--- src/rtl/fetch_pkg.sv ---
// Shared types and constants for the instruction-fetch sequencer.
package fetch_pkg;

    localparam int          WORDSIZE_DEF  = 32;
    localparam logic [31:0] RESET_VEC_DEF = 32'h0000_0000;
    localparam logic [31:0] TRAP_VEC_DEF  = 32'h0000_0100;
    localparam int          INST_STEP     = 4;

    typedef enum logic [2:0] {
        IDLE,
        REQ,
        WAIT,
        DRAIN,
        HOLD
    } state_t;

    typedef enum logic [1:0] {
        NPC_HOLD,
        NPC_INC,
        NPC_TGT,
        NPC_TRAP
    } npc_sel_t;

endpackage

--- src/rtl/fetch_next_pc.sv ---
// Combinational next-pc select: hold, sequential step, redirect target or trap vector.
module fetch_next_pc
    import fetch_pkg::*;
#(
    parameter int                  WORDSIZE = WORDSIZE_DEF,
    parameter logic [WORDSIZE-1:0] TRAP_VEC = TRAP_VEC_DEF
) (
    input  logic [WORDSIZE-1:0] i_pc,
    input  logic [WORDSIZE-1:0] i_target,
    input  npc_sel_t            i_sel,
    output logic [WORDSIZE-1:0] o_next_pc
);

    always_comb begin
        // NOTE: default assigned first so no path through the case can infer a latch.
        o_next_pc = i_pc;
        case (i_sel)
            NPC_INC:  o_next_pc = i_pc + WORDSIZE'(INST_STEP);
            // Targets are always word aligned; misaligned ones are steered to NPC_TRAP when trapping is built in.
            NPC_TGT:  o_next_pc = i_target & ~WORDSIZE'(3);
            NPC_TRAP: o_next_pc = TRAP_VEC;
            default:  o_next_pc = i_pc;
        endcase
    end

endmodule

--- src/rtl/fetch_ctrl.sv ---
// Instruction-fetch sequencer: owns the pc, runs the imem handshake, hands one instruction to decode.
// Optional misaligned-branch trap is built when MISALIGN_TRAP_EN is defined.
module fetch_ctrl
    import fetch_pkg::*;
#(
    parameter int                  WORDSIZE  = WORDSIZE_DEF,
    parameter logic [WORDSIZE-1:0] RESET_VEC = RESET_VEC_DEF,
    parameter logic [WORDSIZE-1:0] TRAP_VEC  = TRAP_VEC_DEF
) (
    input  logic                CLK,
    input  logic                reset,
    output logic                imem_req_valid,
    input  logic                imem_req_ready,
    output logic [WORDSIZE-1:0] imem_addr,
    input  logic                imem_rsp_valid,
    input  logic [WORDSIZE-1:0] imem_rsp_data,
    output logic                inst_valid,
    output logic [WORDSIZE-1:0] inst,
    output logic [WORDSIZE-1:0] inst_pc,
    input  logic                stall,
    input  logic                br_taken,
`ifdef MISALIGN_TRAP_EN
    output logic                misalign_trap,
`endif
    input  logic [WORDSIZE-1:0] br_target
);

    state_t              r_state;
    logic [WORDSIZE-1:0] r_pc;
    logic                r_req_valid;
    logic                r_inst_valid;
    logic [WORDSIZE-1:0] r_inst;
    logic [WORDSIZE-1:0] r_inst_pc;
    logic                w_redirect;
    logic                w_misaligned;
    npc_sel_t            w_sel;
    logic [WORDSIZE-1:0] w_next_pc;

    assign w_redirect = br_taken && (r_state != IDLE);

`ifdef MISALIGN_TRAP_EN
    logic r_trap;
    assign w_misaligned  = |br_target[1:0];
    assign misalign_trap = r_trap;

    always_ff @(posedge CLK) begin
        if (reset) r_trap <= 1'b0;
        else       r_trap <= w_redirect && w_misaligned;
    end
`else
    assign w_misaligned = 1'b0;
`endif

    always_comb begin
        w_sel = NPC_HOLD;
        if (w_redirect)                            w_sel = w_misaligned ? NPC_TRAP : NPC_TGT;
        else if (r_state == WAIT && imem_rsp_valid) w_sel = NPC_INC;
    end

    fetch_next_pc #(
        .WORDSIZE (WORDSIZE),
        .TRAP_VEC (TRAP_VEC)
    ) u_next_pc (
        .i_pc      (r_pc),
        .i_target  (br_target),
        .i_sel     (w_sel),
        .o_next_pc (w_next_pc)
    );

    // NOTE: non-blocking assignments so every register samples pre-edge values.
    always_ff @(posedge CLK) begin
        if (reset) begin
            r_state      <= IDLE;
            r_pc         <= RESET_VEC;
            r_req_valid  <= 1'b0;
            r_inst_valid <= 1'b0;
            r_inst       <= '0;
            r_inst_pc    <= '0;
        end else begin
            r_pc        <= w_next_pc;
            r_req_valid <= 1'b0;
            case (r_state)
                IDLE: begin
                    r_state     <= REQ;
                    r_req_valid <= 1'b1;
                end
                REQ: begin
                    if (br_taken) begin
                        r_state     <= imem_req_ready ? DRAIN : REQ;
                        r_req_valid <= !imem_req_ready;
                    end else if (imem_req_ready) begin
                        r_state <= WAIT;
                    end else begin
                        r_req_valid <= 1'b1;
                    end
                end
                WAIT: begin
                    if (br_taken) begin
                        r_state     <= imem_rsp_valid ? REQ : DRAIN;
                        r_req_valid <= imem_rsp_valid;
                    end else if (imem_rsp_valid) begin
                        r_inst       <= imem_rsp_data;
                        r_inst_pc    <= r_pc;
                        r_inst_valid <= 1'b1;
                        r_state      <= HOLD;
                    end
                end
                DRAIN: begin
                    // A redirect coinciding with the stale response still retires it, avoiding a deadlock.
                    if (imem_rsp_valid) begin
                        r_state     <= REQ;
                        r_req_valid <= 1'b1;
                    end
                end
                HOLD: begin
                    if (br_taken || !stall) begin
                        r_inst_valid <= 1'b0;
                        r_state      <= REQ;
                        r_req_valid  <= 1'b1;
                    end
                end
                default: r_state <= IDLE;
            endcase
        end
    end

    assign imem_req_valid = r_req_valid;
    assign imem_addr      = r_pc;
    assign inst_valid     = r_inst_valid;
    assign inst           = r_inst;
    assign inst_pc        = r_inst_pc;

endmodule
--- config.mk ---
export PLATFORM = sky130hd
export DESIGN_NAME = fetch_ctrl
export DESIGN_NICKNAME = d
export VERILOG_FILES = /design/src/rtl/fetch_pkg.sv /design/src/rtl/fetch_next_pc.sv /design/src/rtl/fetch_ctrl.sv
export SDC_FILE = /design/constraint.sdc
export NUM_CORES = 1
export LEC_CHECK = 0
export BUFFER_PORTS_ARGS = -buffer_cell sky130_fd_sc_hd__buf_2
export CORE_MARGIN = 2
export CORE_UTILIZATION = 37
export CTS_CLUSTER_DIAMETER = 200
export DETAILED_ROUTE_END_ITERATION = 12
export GPL_TIMING_DRIVEN = 1
export PLACE_DENSITY = 0.66
export SYNTH_ARGS = -nofsm -noshare
export SYNTH_HDL_FRONTEND = slang
export SYNTH_SLANG_ARGS = --single-unit
export TNS_END_PERCENT = 50
--- constraint.sdc ---
create_clock -name CLK -period 1.9 [get_ports CLK]
set_input_delay 0.285 -clock CLK [delete_from_list [all_inputs] [get_ports CLK]]
set_output_delay 0.285 -clock CLK [all_outputs]
set_load 0.02 [all_outputs]
==> results.json <==
{
  "clock.fmax_ghz": 0.551,
  "rows": 38,
  "wl_per_cell_um": 14.1,
  "worst_setup_path_start_kind": "flop",
  "die_area_um2": 12100,
  "critPathArrivalTime_ns": 2.05,
  "drt-total-wl_um": 11900,
  "die_w_um": 110,
  "port_buffers": 161,
  "ys_seq_elements": 97,
  "drc_errors": 0,
  "placed_cells": 825,
  "nNetsFinal": 767,
  "cts_hold_buf": 0,
  "leakagePower_nw": 2.33,
  "antenna_found_initial": 1,
  "root_buffer": "clkbuf_8",
  "max_stage_delay_ns": 0.40,
  "synth_edf_count": 0,
  "worstPathRequired_ns": 2.14,
  "cts_tree": "built",
  "regToRegEndpoint": "imem_addr[28]",
  "diodes": 0,
  "worst_ir_drop_vdd_mv": 0.425,
  "finalSetupViolCount": 0,
  "switching_share": 0.267,
  "yosysMostFrequentCell": "nand2_1",
  "ys_top_cells_by_count": "138 x nand2_1, 97 x dfxtp_1, 66 x a21oi_1",
  "placed_cell_area_um2": 5330,
  "insertion_delay_ns": 0.36,
  "async_flop_share": 0,
  "clock_sinks": 97,
  "cp_slowest_cell": "a2111oi_1",
  "p_switching_mw": 1.10,
  "cts_buffers": 9,
  "overflow": 0,
  "cp-end-kind": "flop",
  "grt_max_degree": 50,
  "syn_area_um2": 4140,
  "holdCritPathClass": "in -> reg",
  "die_y_um": 110,
  "syn_to_final_growth_pct": 33.8,
  "core_um2": 10900,
  "cp_common_cell": "nand4_1",
  "pwr_density_cell_nw_per_um2": 745,
  "vias_per_cell": 5.06,
  "nFillCells": 1079,
  "clock_power_share": 0.329,
  "finalHoldViolations": 0,
  "cp_cell_sequence": "ha_1, nand4_1, nor2_2, nand4_1, mux2i_1, a2111oi_1",
  "drive_above_1_share": 0.343,
  "htreeDepth": 3,
  "seq_power_share": 0.527,
  "initial_core_util": 0.380,
  "gp_congestion": 0.822,
  "rsz0062_at_grt": "yes",
  "max_cap_violations": 0,
  "slew_violations": 0,
  "seq_area_um2": 1950,
  "ios": 168,
  "final.setup.tns_ns": 0,
  "instances_no_fill": 840,
  "fin_crit_sh": 0.954,
  "final_area_um2": 5540,
  "cp_max_fo": 5,
  "worstSetupEndpoint": "imem_addr[28]",
  "status": "finished clean",
  "clock_skew_ns": 0.00964,
  "grt_pass1_vias": 3965,
  "drt-pass1-iter-count": 4,
  "cp-startpoint": "imem_addr[3]",
  "reg2reg_slack_ns": 0.09,
  "p_comb_frac": 0.144,
  "clockBufferDepth": 2,
  "report.power.total_mw": 4.13,
  "critPathKind": "reg -> reg",
  "synthTopCellsByArea": "dfxtp_1 47%, nand2_1 13%, a21oi_1 8.0%",
  "synth.largest_area_cell": "dfxtp_1",
  "ant_nets": 0,
  "ys_seq_area_frac": 0.469,
  "synth_cell_types": 44,
  "synth_top_cell_area_share": 0.469,
  "p_int_mw": 3.03,
  "synth_ff_type": "dfxtp_1",
  "r2r.worst_path.cells": 6,
  "synthCells": 519,
  "grt_usage": 0.194,
  "fin_crit_ns": 1.81,
  "hpwl_um": 8850,
  "r2r-start": "imem_addr[3]",
  "clk_pin_slew_worst_paths_ns": 0.09,
  "grt_pass1_wl_um": 18500,
  "num_vias": 4252,
  "synth.avg_cell_area_um2": 7.98,
  "drt-initial-drc-count": 273,
  "yosys_warnings": 0,
  "multi_input_area_um2": 2060
}
worst min path at each step:
stage,startpoint,endpoint,cells after the start
final,br_target[29],imem_addr[29],3
after global routing,imem_rsp_data[15],inst[15],3
after CTS,br_target[29],imem_addr[29],3
after floorplan,br_taken,r_state[2],1
after detailed placement,inst[17],inst[17],2
after global placement,inst_pc[20],inst_pc[20],2
placed cells by master, fill, tap and decap left out, types with 11 or more instances in the layout:
| cell | n |
|---|---|
| a211oi_1 | 23 |
| buf_2 | 160 |
| dfxtp_1 | 89 |
| buf_4 | 40 |
| clkbuf_8 | 11 |
| nor2_1 | 33 |
| nand3_1 | 12 |
| a21oi_1 | 66 |
| nand2_1 | 137 |
| nand4_1 | 13 |
power groups by stage:
stage | Combinational (mW) | Clock, mW | Sequential [mW]
floorplan | 0.225 | 0 | 2.31
global placement | 0.581 | 0 | 2.21
detailed placement | 0.593 | 0 | 2.22
CTS | 0.595 | 1.39 | 2.17
global route | 0.650 | 1.47 | 2.19
finish | 0.596 | 1.36 | 2.17
flip-flops by register name, indices dropped and copies added (netlist names):
name	count
inst_pc	30
imem_req_valid	1
inst	32
r_state	3
imem_addr	30
inst_valid	1
cell type report:
| cell class | count | area share |
|---|---|---|
| clock inverter | 2 | 0.00677 |
| timing repair buffer | 202 | 0.206 |
| tap | 140 | 0.0316 |
| inverter | 5 | 0.00339 |
| sequential | 97 | 0.352 |
| multi-input combinational | 381 | 0.371 |
| clock buffer | 13 | 0.0287 |
per-stage QoR:
| stage | util | worst slack, ns | hold WS [ns] |
|---|---|---|---|
| detailed placement | 0.489 | 0.0383 | 0.444 |
| finish | 0.509 | 0.0865 | 0.155 |
| global route | 0.509 | -0.0591 | 0.145 |
| global placement | 0.489 | 0.121 | 0.438 |
| CTS | 0.507 | 0.0586 | 0.141 |
| floorplan | - | 0.0107 | 0.364 |
cells by family (layout without fill, tap and decap cells):
kind of cell | Yosys count | after routing | synth area share
flip-flops | 97 | 97 | 0.469
multiplexers | 4 | 4 | 0.00997
buffers and inverters | 44 | 222 | 0.0471
XOR/XNOR | 19 | 19 | 0.0402
other | 1 | 4 | 0.000906
AO/OA/AOI/OAI | 113 | 113 | 0.160
AND/OR/NAND/NOR | 240 | 240 | 0.269
adder cells (fa/ha/maj) | 1 | 1 | 0.00302
metal layers:
| layer | vias to the layer above | wire (µm) | GRT usage |
|---|---|---|---|
| li1 | 2122 | - | - |
| met1 | 1982 | 5280 | 0.244 |
| met2 | 120 | 5630 | 0.322 |
| met3 | 26 | 616 | 0.0320 |
| met4 | 2 | 330 | 0.0895 |
| met5 | - | 7 | 0 |
worst max-delay path, delay by kind of cell (launching register included):
family | cells | cell delay [ns]
mux | 1 | 0.16
flops | 1 | 0.39
fa+ha+maj | 1 | 0.18
simple gates | 3 | 0.56
compound gates | 1 | 0.40
timing repair:
item                                    CTS  global route
gates resized for setup                   0             4
buffers inserted                          0             0
endpoints found under the setup margin    0             3
(Power assumes the default switching activity.)
